<file path="src/rtl/ca4_pkg.sv">
// Shared CA4 link definitions: transmitter state encoding, framing constants and parity helper.
// Used by both ends of the link so frame layout stays in one place.
package ca4_pkg;

  typedef enum logic [2:0] {
    CA4_ST_IDLE  = 3'd0,
    CA4_ST_START = 3'd1,
    CA4_ST_ADDR  = 3'd2,
    CA4_ST_DATA  = 3'd3,
    CA4_ST_PAR   = 3'd4,
    CA4_ST_STOP  = 3'd5
  } ca4_tx_state_t;

  localparam logic        CA4_START_BIT  = 1'b0;
  localparam logic        CA4_STOP_BIT   = 1'b1;
  localparam int unsigned CA4_ADDR_W     = 2;
  localparam int unsigned CA4_DATA_W     = 4;
  localparam int unsigned CA4_FRAME_BITS = 8;

  // Even parity: bit that makes the total count of ones even.
  function automatic logic ca4_parity(input logic [CA4_ADDR_W+CA4_DATA_W-1:0] bits);
    return ^bits;
  endfunction

endpackage

</file>
<file path="src/rtl/ca4_tx_shifter.sv">
// CA4 transmit shift register: parallel load of {addr,data}, left shift, MSB presented.
module ca4_tx_shifter
  import ca4_pkg::*;
(
  input  logic                             i_clk,
  input  logic                             i_rst_n,
  input  logic                             i_load,
  input  logic                             i_shift,
  input  logic [CA4_ADDR_W+CA4_DATA_W-1:0] i_data,
  output logic                             o_msb
);

  localparam int unsigned W = CA4_ADDR_W + CA4_DATA_W;

  logic [W-1:0] r_q;

  always_ff @(posedge i_clk or negedge i_rst_n) begin
    if (!i_rst_n) begin
      r_q <= '0;
    end else if (i_load) begin
      r_q <= i_data;
    end else if (i_shift) begin
      r_q <= {r_q[W-2:0], 1'b0};
    end
  end

  assign o_msb = r_q[W-1];

endmodule

</file>
<file path="src/rtl/ca4_serial_tx.sv">
// CA4 serial frame transmitter: start, 2 addr bits, 4 data bits, optional parity, stop; MSB first.
// Build option: define CA4_SERIAL_TX_PARITY_EN to add an even-parity bit before the stop bit.
module ca4_serial_tx
  import ca4_pkg::*;
(
  input  logic       CLK,
  input  logic       RST,
  input  logic       load,
  input  logic [1:0] addr,
  input  logic [3:0] data,
  input  logic       abort,
  output logic       serOut,
  output logic       ready,
  output logic       busy,
  output logic       done
);

  localparam int unsigned FRAME_BITS = CA4_FRAME_BITS;

  localparam logic [2:0] ST_IDLE  = CA4_ST_IDLE;
  localparam logic [2:0] ST_START = CA4_ST_START;
  localparam logic [2:0] ST_ADDR  = CA4_ST_ADDR;
  localparam logic [2:0] ST_DATA  = CA4_ST_DATA;
  localparam logic [2:0] ST_STOP  = CA4_ST_STOP;
`ifdef CA4_SERIAL_TX_PARITY_EN
  localparam logic [2:0] ST_PAR   = CA4_ST_PAR;
`endif

  // Last bit-counter value in each shifting state.
  localparam logic [1:0] ADDR_LAST = 2'(CA4_ADDR_W - 1);
  localparam logic [1:0] DATA_LAST = 2'(FRAME_BITS - CA4_ADDR_W - 3);

  logic [2:0] r_state, w_state_d;
  logic [1:0] r_cnt, w_cnt_d;
  logic       r_ser, w_ser_d;
  logic       r_busy, w_busy_d;
  logic       r_done, w_done_d;
  logic       w_accept;
  logic       w_shift;
  logic       w_msb;

`ifdef CA4_SERIAL_TX_PARITY_EN
  logic       r_par;
`endif

  assign ready    = (r_state == ST_IDLE) || (r_state == ST_STOP);
  assign w_accept = load && ready && !abort;

  ca4_tx_shifter u_shifter (
    .i_clk   (CLK),
    .i_rst_n (RST),
    .i_load  (w_accept),
    .i_shift (w_shift),
    .i_data  ({addr, data}),
    .o_msb   (w_msb)
  );

  always_comb begin
    w_state_d = r_state;
    w_cnt_d   = r_cnt;
    case (r_state)
      ST_IDLE: begin
        if (w_accept) w_state_d = ST_START;
      end
      ST_START: begin
        w_state_d = ST_ADDR;
        w_cnt_d   = '0;
      end
      ST_ADDR: begin
        if (r_cnt == ADDR_LAST) begin
          w_state_d = ST_DATA;
          w_cnt_d   = '0;
        end else begin
          w_cnt_d = r_cnt + 2'd1;
        end
      end
      ST_DATA: begin
        if (r_cnt == DATA_LAST) begin
`ifdef CA4_SERIAL_TX_PARITY_EN
          w_state_d = ST_PAR;
`else
          w_state_d = ST_STOP;
`endif
          w_cnt_d   = '0;
        end else begin
          w_cnt_d = r_cnt + 2'd1;
        end
      end
`ifdef CA4_SERIAL_TX_PARITY_EN
      ST_PAR: begin
        w_state_d = ST_STOP;
      end
`endif
      ST_STOP: begin
        w_state_d = w_accept ? ST_START : ST_IDLE;
        w_cnt_d   = '0;
      end
      default: begin
        w_state_d = ST_IDLE;
        w_cnt_d   = '0;
      end
    endcase
    if (abort) begin
      w_state_d = ST_IDLE;
      w_cnt_d   = '0;
    end
  end

  // Output registers are loaded with what the upcoming state drives, so every output is a flop.
  // The shifter advances on the same edge its MSB is captured, exposing the next bit.
  always_comb begin
    w_ser_d  = CA4_STOP_BIT;
    w_busy_d = 1'b0;
    w_done_d = 1'b0;
    w_shift  = 1'b0;
    case (w_state_d)
      ST_START: begin
        w_ser_d  = CA4_START_BIT;
        w_busy_d = 1'b1;
      end
      ST_ADDR, ST_DATA: begin
        w_ser_d  = w_msb;
        w_busy_d = 1'b1;
        w_shift  = 1'b1;
      end
`ifdef CA4_SERIAL_TX_PARITY_EN
      ST_PAR: begin
        w_ser_d  = r_par;
        w_busy_d = 1'b1;
      end
`endif
      ST_STOP: begin
        w_ser_d  = CA4_STOP_BIT;
        w_done_d = 1'b1;
      end
      default: begin
        w_ser_d = CA4_STOP_BIT;
      end
    endcase
  end

  always_ff @(posedge CLK or negedge RST) begin
    if (!RST) begin
      r_state <= ST_IDLE;
      r_cnt   <= '0;
      r_ser   <= 1'b1;
      r_busy  <= 1'b0;
      r_done  <= 1'b0;
    end else begin
      r_state <= w_state_d;
      r_cnt   <= w_cnt_d;
      r_ser   <= w_ser_d;
      r_busy  <= w_busy_d;
      r_done  <= w_done_d;
    end
  end

`ifdef CA4_SERIAL_TX_PARITY_EN
  always_ff @(posedge CLK or negedge RST) begin
    if (!RST) begin
      r_par <= 1'b0;
    end else if (w_accept) begin
      r_par <= ca4_parity({addr, data});
    end
  end
`endif

  assign serOut = r_ser;
  assign busy   = r_busy;
  assign done   = r_done;

endmodule

</file>
<file path="config.mk">
export PLATFORM = sky130hd
export DESIGN_NAME = ca4_serial_tx
export DESIGN_NICKNAME = d
export VERILOG_FILES = /design/src/rtl/ca4_pkg.sv /design/src/rtl/ca4_tx_shifter.sv /design/src/rtl/ca4_serial_tx.sv
export SDC_FILE = /design/constraint.sdc
export NUM_CORES = 1
export LEC_CHECK = 0
export CAP_MARGIN = 30
export CORE_UTILIZATION = 49
export DETAILED_ROUTE_END_ITERATION = 12
export GPL_ROUTABILITY_DRIVEN = 0
export GPL_TIMING_DRIVEN = 0
export PLACE_DENSITY = 0.76
export SETUP_SLACK_MARGIN = 0.1
export SYNTH_ARGS = -nofsm -noshare
export SYNTH_HDL_FRONTEND = slang
export SYNTH_SLANG_ARGS = --single-unit
</file>
<file path="constraint.sdc">
create_clock -name CLK -period 1.7 [get_ports CLK]
set_input_delay 0.34 -clock CLK [delete_from_list [all_inputs] [get_ports CLK]]
set_output_delay 0.34 -clock CLK [all_outputs]
set_load 0.02 [all_outputs]
</file>
==> reports/results.tsv <==
metric	value	unit
netlist_area	757	µm²
yosysWarnings	0	
switching_power	0.000236	W
finalHoldViolCount	0	
hold_buffers	0	
ys_ff_latch	14	
avgSynthCellArea	10.7	µm²
fin_crit	1.60	ns
skew	0.00563	ns
totalWireLength	1430	µm
core-area	0.00137	mm²
path_clk_slew	0.09	ns
synth_top_area_share	43.0	%
netlist_instances	71	
synth_simple_gate_area_share	14.7	%
cts.sinks	14	
grt_max_degree	15	
synth_top_family_by_area	simple AND/OR/NAND/NOR gates	
p_int	0.000584	W
regArea	352	µm²
numPortBuffers	13	
drc_errors	0	
swShare	28.8	%
rsz0062_at_grt	no	
seq_area_frac_synth	46.4	%
final_util	72.0	%
p_leak	0.483	nW
numCtsBuffers	3	
worstMarginPinSlew	0.589	ns
postRouteAntennaNets	0	
die_area	0.00171	mm²
hold_ws	0.426	ns
antenna_found_initial	0	
post_dp_cell_area	906	µm²
numPlacedInstances	99	
design_area	983	µm²
viasPerCell	5.09	
synth_mux_area_share	6.61	%
multiInputGateArea	334	µm²
fin_nets	109	
fin_crit_sh	94.3	%
layout.cells.non_filler	110	
cts_tree	yes	
drv_slew	0	
fp-row-count	13	
layout_common_cells	dfrtp_1, clkdlybuf4s50_1, buf_4	
power_density	834	mW/mm²
synthXorXnorAreaFrac	3.64	%
hp-class	input pin to async pin	
status	complete, no violations	
io_pins	14	
clock_path_buffers	2	
wl_per_cell	13.0	µm
arrival	1.26	ns
pwr-share-seq	50.1	%
synth_cell_types	25	
cts_max_level	1	
vias	560	
area_growth	29.9	%
fmaxAchievable	624	MHz
synth_fp_nets	84	
layout-drive-gt1-share	22.1	%
layout_commonest_cell	dfrtp_1	
drt_iter0_markers	11	
start_util	55.4	%
dieWidth	41.3	µm
setup_viol	0	
fillCellCount	101	
worst-path-max-fanout	6	
first_global_vias	505	
synth_top_area_cell	dfrtp_1	
dpl.hpwl	966	µm
slew_headroom	60.6	%
yosys.area_share.adder	4.96	%
synth_area_leaders	dfrtp_1, mux2i_1, ha_1	
comb_power_share	25.8	%
track_usage	20.4	%
ir_drop	713	µV
grt_remaining_overflow	0	
crit_path_end_kind	output pin	
drv_cap	0	
clkPwrFrac	24.1	%
root_buffer	clkbuf_4	
antenna_cells	0	
cp.required	1.36	ns
drt-pass1-iter-count	4	
synth_compound_area_share	14.2	%
clk_latency	0.28	ns
grt_pass1_wl	2120	µm
fp.dieH	41.3	µm
start_kind	register	
crit_type	register to output pin	
[critical path, stage by stage, from the launching register on]
cell     delay [ns]
dfrtp_1        0.38
buf_6          0.14
xor2_4         0.17
nor2_1         0.12
buf_4          0.16
[cell usage after synthesis]
cell and number:
a21o_1 2, nor2b_1 1, nor4_4 1, a221oi_1 1
ha_1 3, a22oi_1 2, a21oi_1 1, a22o_1 1
o21a_1 1, o211ai_2 1, mux2i_1 5, nand2_1 7
nor3_1 2, o21bai_1 2, nand3_1 2, xor2_4 1
inv_2 1, buf_4 1, dfrtp_1 13, nor2_4 1
inv_1 7, dfstp_2 1, o21ai_1 4, buf_6 3
nor2_1 7
[cells by family (layout without fill, tap and decap cells)]
logic type | count (synthesis) | after routing
flip-flops | 14 | 14
buffers and inverters | 12 | 36
adder cells (fa/ha/maj) | 3 | 3
AO/OA/AOI/OAI | 15 | 15
AND/OR/NAND/NOR | 21 | 21
XOR/XNOR | 1 | 1
multiplexers | 5 | 5
[through the flow]
step                total power (W)  worst slack, ns  setup TNS, ns
finish                     0.000821           0.0972              0
global route               0.000867           0.0645              0
CTS                        0.000810         0.000632              0
detailed placement         0.000619          -0.0384         -0.122
global placement           0.000609          -0.0110        -0.0110
floorplan                  0.000545            0.389              0
[repair_timing]
| item | in CTS | in global routing |
|---|---|---|
| pin swaps | 0 | 2 |
| resized for setup | 4 | 3 |
| endpoints found under the setup margin | 2 | 2 |
| buffers inserted | 0 | 7 |
| cloned | 0 | 0 |
| endpoints found under the hold margin | 0 | 0 |
[flip-flops by register name (all words and copies together) (netlist names)]
register       flops
r_cnt              2
r_state            3
busy               1
u_shifter.r_q      6
serOut             1
done               1
[final timing paths]
kind	from	end	slack, ns	cells after the start
min reg2reg	u_shifter.r_q[0]$_DFFE_PN0P_	u_shifter.r_q[0]$_DFFE_PN0P_	0.51	1
min in group CLK	u_shifter.r_q[0]$_DFFE_PN0P_	u_shifter.r_q[0]$_DFFE_PN0P_	0.51	1
max reg2reg	r_cnt[0]$_DFFE_PN0P_	u_shifter.r_q[3]$_DFFE_PN0P_	0.22	5
max in group asynchronous	RST	u_shifter.r_q[3]$_DFFE_PN0P_	0.89	1
max	r_state[2]$_DFF_PN0_	ready	0.1	4
min	RST	done$_DFF_PN0_	0.43	1
[routing by layer]
layer	vias to the layer above	wire length, µm	track usage [%]
met5	-	0	0
met4	0	25	9.68
met3	4	39	6.38
met2	8	745	35.5
met1	263	620	22.4
li1	285	-	-
[power by group through the flow]
stage / Combinational, W / Sequential, W / Clock, W
floorplan: 0.000127 / 0.000418 / 0
global placement: 0.000194 / 0.000416 / 0
detailed placement: 0.000200 / 0.000419 / 0
CTS: 0.000197 / 0.000413 / 0.000200
global route: 0.000233 / 0.000417 / 0.000216
finish: 0.000211 / 0.000411 / 0.000198
[layout make-up]
type                            count  area share (%)
Multi-Input combinational cell     45            34.0
Buffer                              4            4.20
Timing Repair Buffer               20            18.4
Clock buffer                        4            2.67
Tap cell                           15            1.91
Inverter                            8            3.05
Sequential cell                    14            35.8
No activity file was read; power rests on OpenSTA's default activity.
==> RTL change (same flow settings) <==
Add a define of `CA4_SERIAL_TX_PARITY_EN`.
--- a/src/rtl/ca4_serial_tx.sv
+++ b/src/rtl/ca4_serial_tx.sv
@@ -1,5 +1,7 @@
 // CA4 serial frame transmitter: start, 2 addr bits, 4 data bits, optional parity, stop; MSB first.
 // Build option: define CA4_SERIAL_TX_PARITY_EN to add an even-parity bit before the stop bit.
+`define CA4_SERIAL_TX_PARITY_EN
+
 module ca4_serial_tx
   import ca4_pkg::*;
 (
Behaviour: not the same (a bounded check fails within 10 cycles, from zero or initial values and one cycle with RST low).
==> RTL change against the original RTL <==
- non-clock buffer count up 2
- synthesized area increased by 12%
- wire length grew 16%
- sequential share of layout area decreased by 1.8 points
- sequential cell count increased by 1
- maximum frequency shrank 8.4%
- setup slack worse by 0.15 ns
- the run now ends with setup timing left
- worst hold slack better by 0.025 ns
- die area is 11% higher
- power increased by 22%
- design area increased by 13%
==> RTL change: results (changes against the original RTL) <==
fin nets=122 (+12%); crit path max fanout=9 (+3); Leak=0.5651 nW (+17%); Ys Warns=0 (unchanged); Area contributors post-synth=dfrtp_1, mux2i_1, a21oi_1; ant diodes=0 (unchanged); top post-synthesis cells by count=dfrtp_1, a21oi_1, nor2_1; clk_lat worst skew=0.28 ns (about the same); H-tree levels=1 (unchanged); Yosys cell types=31 (+24%); antenna violations before repair=0 (unchanged); global-route wire length before repair=2918 um (+38%); starting DRC count in detailed routing=13 (+2); Hold Path Class=in -> async; CTS Buf Count=3 (unchanged); wire length per cell=13.38 um (+2.9%); Post-synth top flop=dfrtp_1; Clock Skew=0.0004024 ns (-0.005225 ns); sequential-to-total area share from yosys stat=0.4440 (-0.02051); via count=667 (+19%); pin count of the biggest net entering global routing=16 (+1); Worst VDD drop=0.0005487 V (-23%); TNS Setup=-0.1949 ns (-0.1949 ns); number of port buffers=13 (unchanged); Initial DRT Pass Iterations=4 (unchanged); layout cells sized above 1=0.2407 (+0.01969); Final Setup Violations=5 (+5); violated checks=setup timing; Largest regs=u_shifter.r_q (6), r_state (3), r_cnt (2); status=complete, but fails checks; Crit path arrival time=1.92 ns (+0.66 ns); Clock transition at path regs=0.09 ns (about the same); placed instance area=1001 sq um (+10%); asr flop ratio synth=1.000 (unchanged); clock tree buffer depth=2 (unchanged); Syn Nets=97 (+15%); Largest Register=u_shifter.r_q; slew margin rel.=0.5603 (-0.04555); vias in the first global route=663 (+31%); dpl ws=-0.2951 ns (-0.2567 ns); setup slack after layout=-0.04971 ns (-0.1469 ns); Root Buffer=clkbuf_4; GR Util All Layers=0.2070 (+0.002928); post-DP HPWL=1090 um (+13%)
-- RTL change: through the flow --
stage	hold slack (ns)	cells	power, mW
CTS	0.4700	123	1.004
global route	0.5223	124	1.064
global placement	0.4743	113	0.7577
finish	0.4507	124	0.9988
detailed placement	0.4832	113	0.7671
floorplan	0.04441	84	0.6747
-- RTL change: per-layer routing --
metal / vias up / routed length (um) / GRT usage
met4: 0 / 0 / 0.06875
met1: 315 / 784 / 0.2773
met5: - / 0 / 0
met3: 0 / 63 / 0.05417
li1: 337 / - / -
met2: 15 / 812 / 0.3254
-- RTL change: cells by family (layout without fill, tap and decap cells) --
| kind of cell | Yosys count | count (layout) | synth area share |
|---|---|---|---|
| buf+inv | 12 | 36 | 0.08995 |
| fa+ha+maj | 3 | 3 | 0.04425 |
| xor+xnor | 6 | 6 | 0.06195 |
| flops | 15 | 15 | 0.4440 |
| compound gates | 20 | 20 | 0.1475 |
| simple gates | 23 | 23 | 0.1534 |
| mux | 5 | 5 | 0.05900 |
-- RTL change: cell type report --
| cell class | instances | area (sq um) |
|---|---|---|
| plain buffers | 6 | 63.81 |
| well taps | 16 | 20.02 |
| fillers | 125 | 450.4 |
| repair buffers | 20 | 197.7 |
| clock buffers | 3 | 22.52 |
| flip-flops and latches | 15 | 376.6 |
| inverters | 6 | 22.52 |
| clock inverters | 1 | 5.005 |
| multi-input cells | 57 | 400.4 |
-- RTL change: report_power, final --
part | switching [mW] | internal, mW | total [mW] | leakage, nW
Combinational | 0.149 | 0.166 | 0.316 | 0.362
Sequential | 0.0408 | 0.435 | 0.476 | 0.186
Clock | 0.120 | 0.0873 | 0.207 | 0.0177
Total | 0.310 | 0.689 | 0.999 | 0.565
-- RTL change: what timing repair did --
item | in CTS | in global routing
pin swaps | 6 | 1
gates resized for setup | 10 | 2
cloned | 1 | 0
buffers inserted | 5 | 1
endpoints found under the setup margin | 11 | 11
-- RTL change: worst paths after layout --
path | depth (start not counted) | end | from
max | 6 | u_shifter.r_q[2]$_DFFE_PN0P_ | r_cnt[0]$_DFFE_PN0P_
min | 1 | r_state[2]$_DFF_PN0_ | RST
max reg2reg | 6 | u_shifter.r_q[2]$_DFFE_PN0P_ | r_cnt[0]$_DFFE_PN0P_
min reg2reg | 2 | r_par$_DFFE_PN0P_ | r_par$_DFFE_PN0P_
max in group asynchronous | 1 | u_shifter.r_q[1]$_DFFE_PN0P_ | RST
min in group CLK | 2 | r_cnt[0]$_DFFE_PN0P_ | abort
-- RTL change: worst max-delay path: stages, from the launching register on --
cell and delay, ns:
dfrtp_1 0.40, ha_2 0.19, and3_1 0.14, or4_4 0.51
buf_6 0.16, mux2i_1 0.15, a21oi_1 0.08
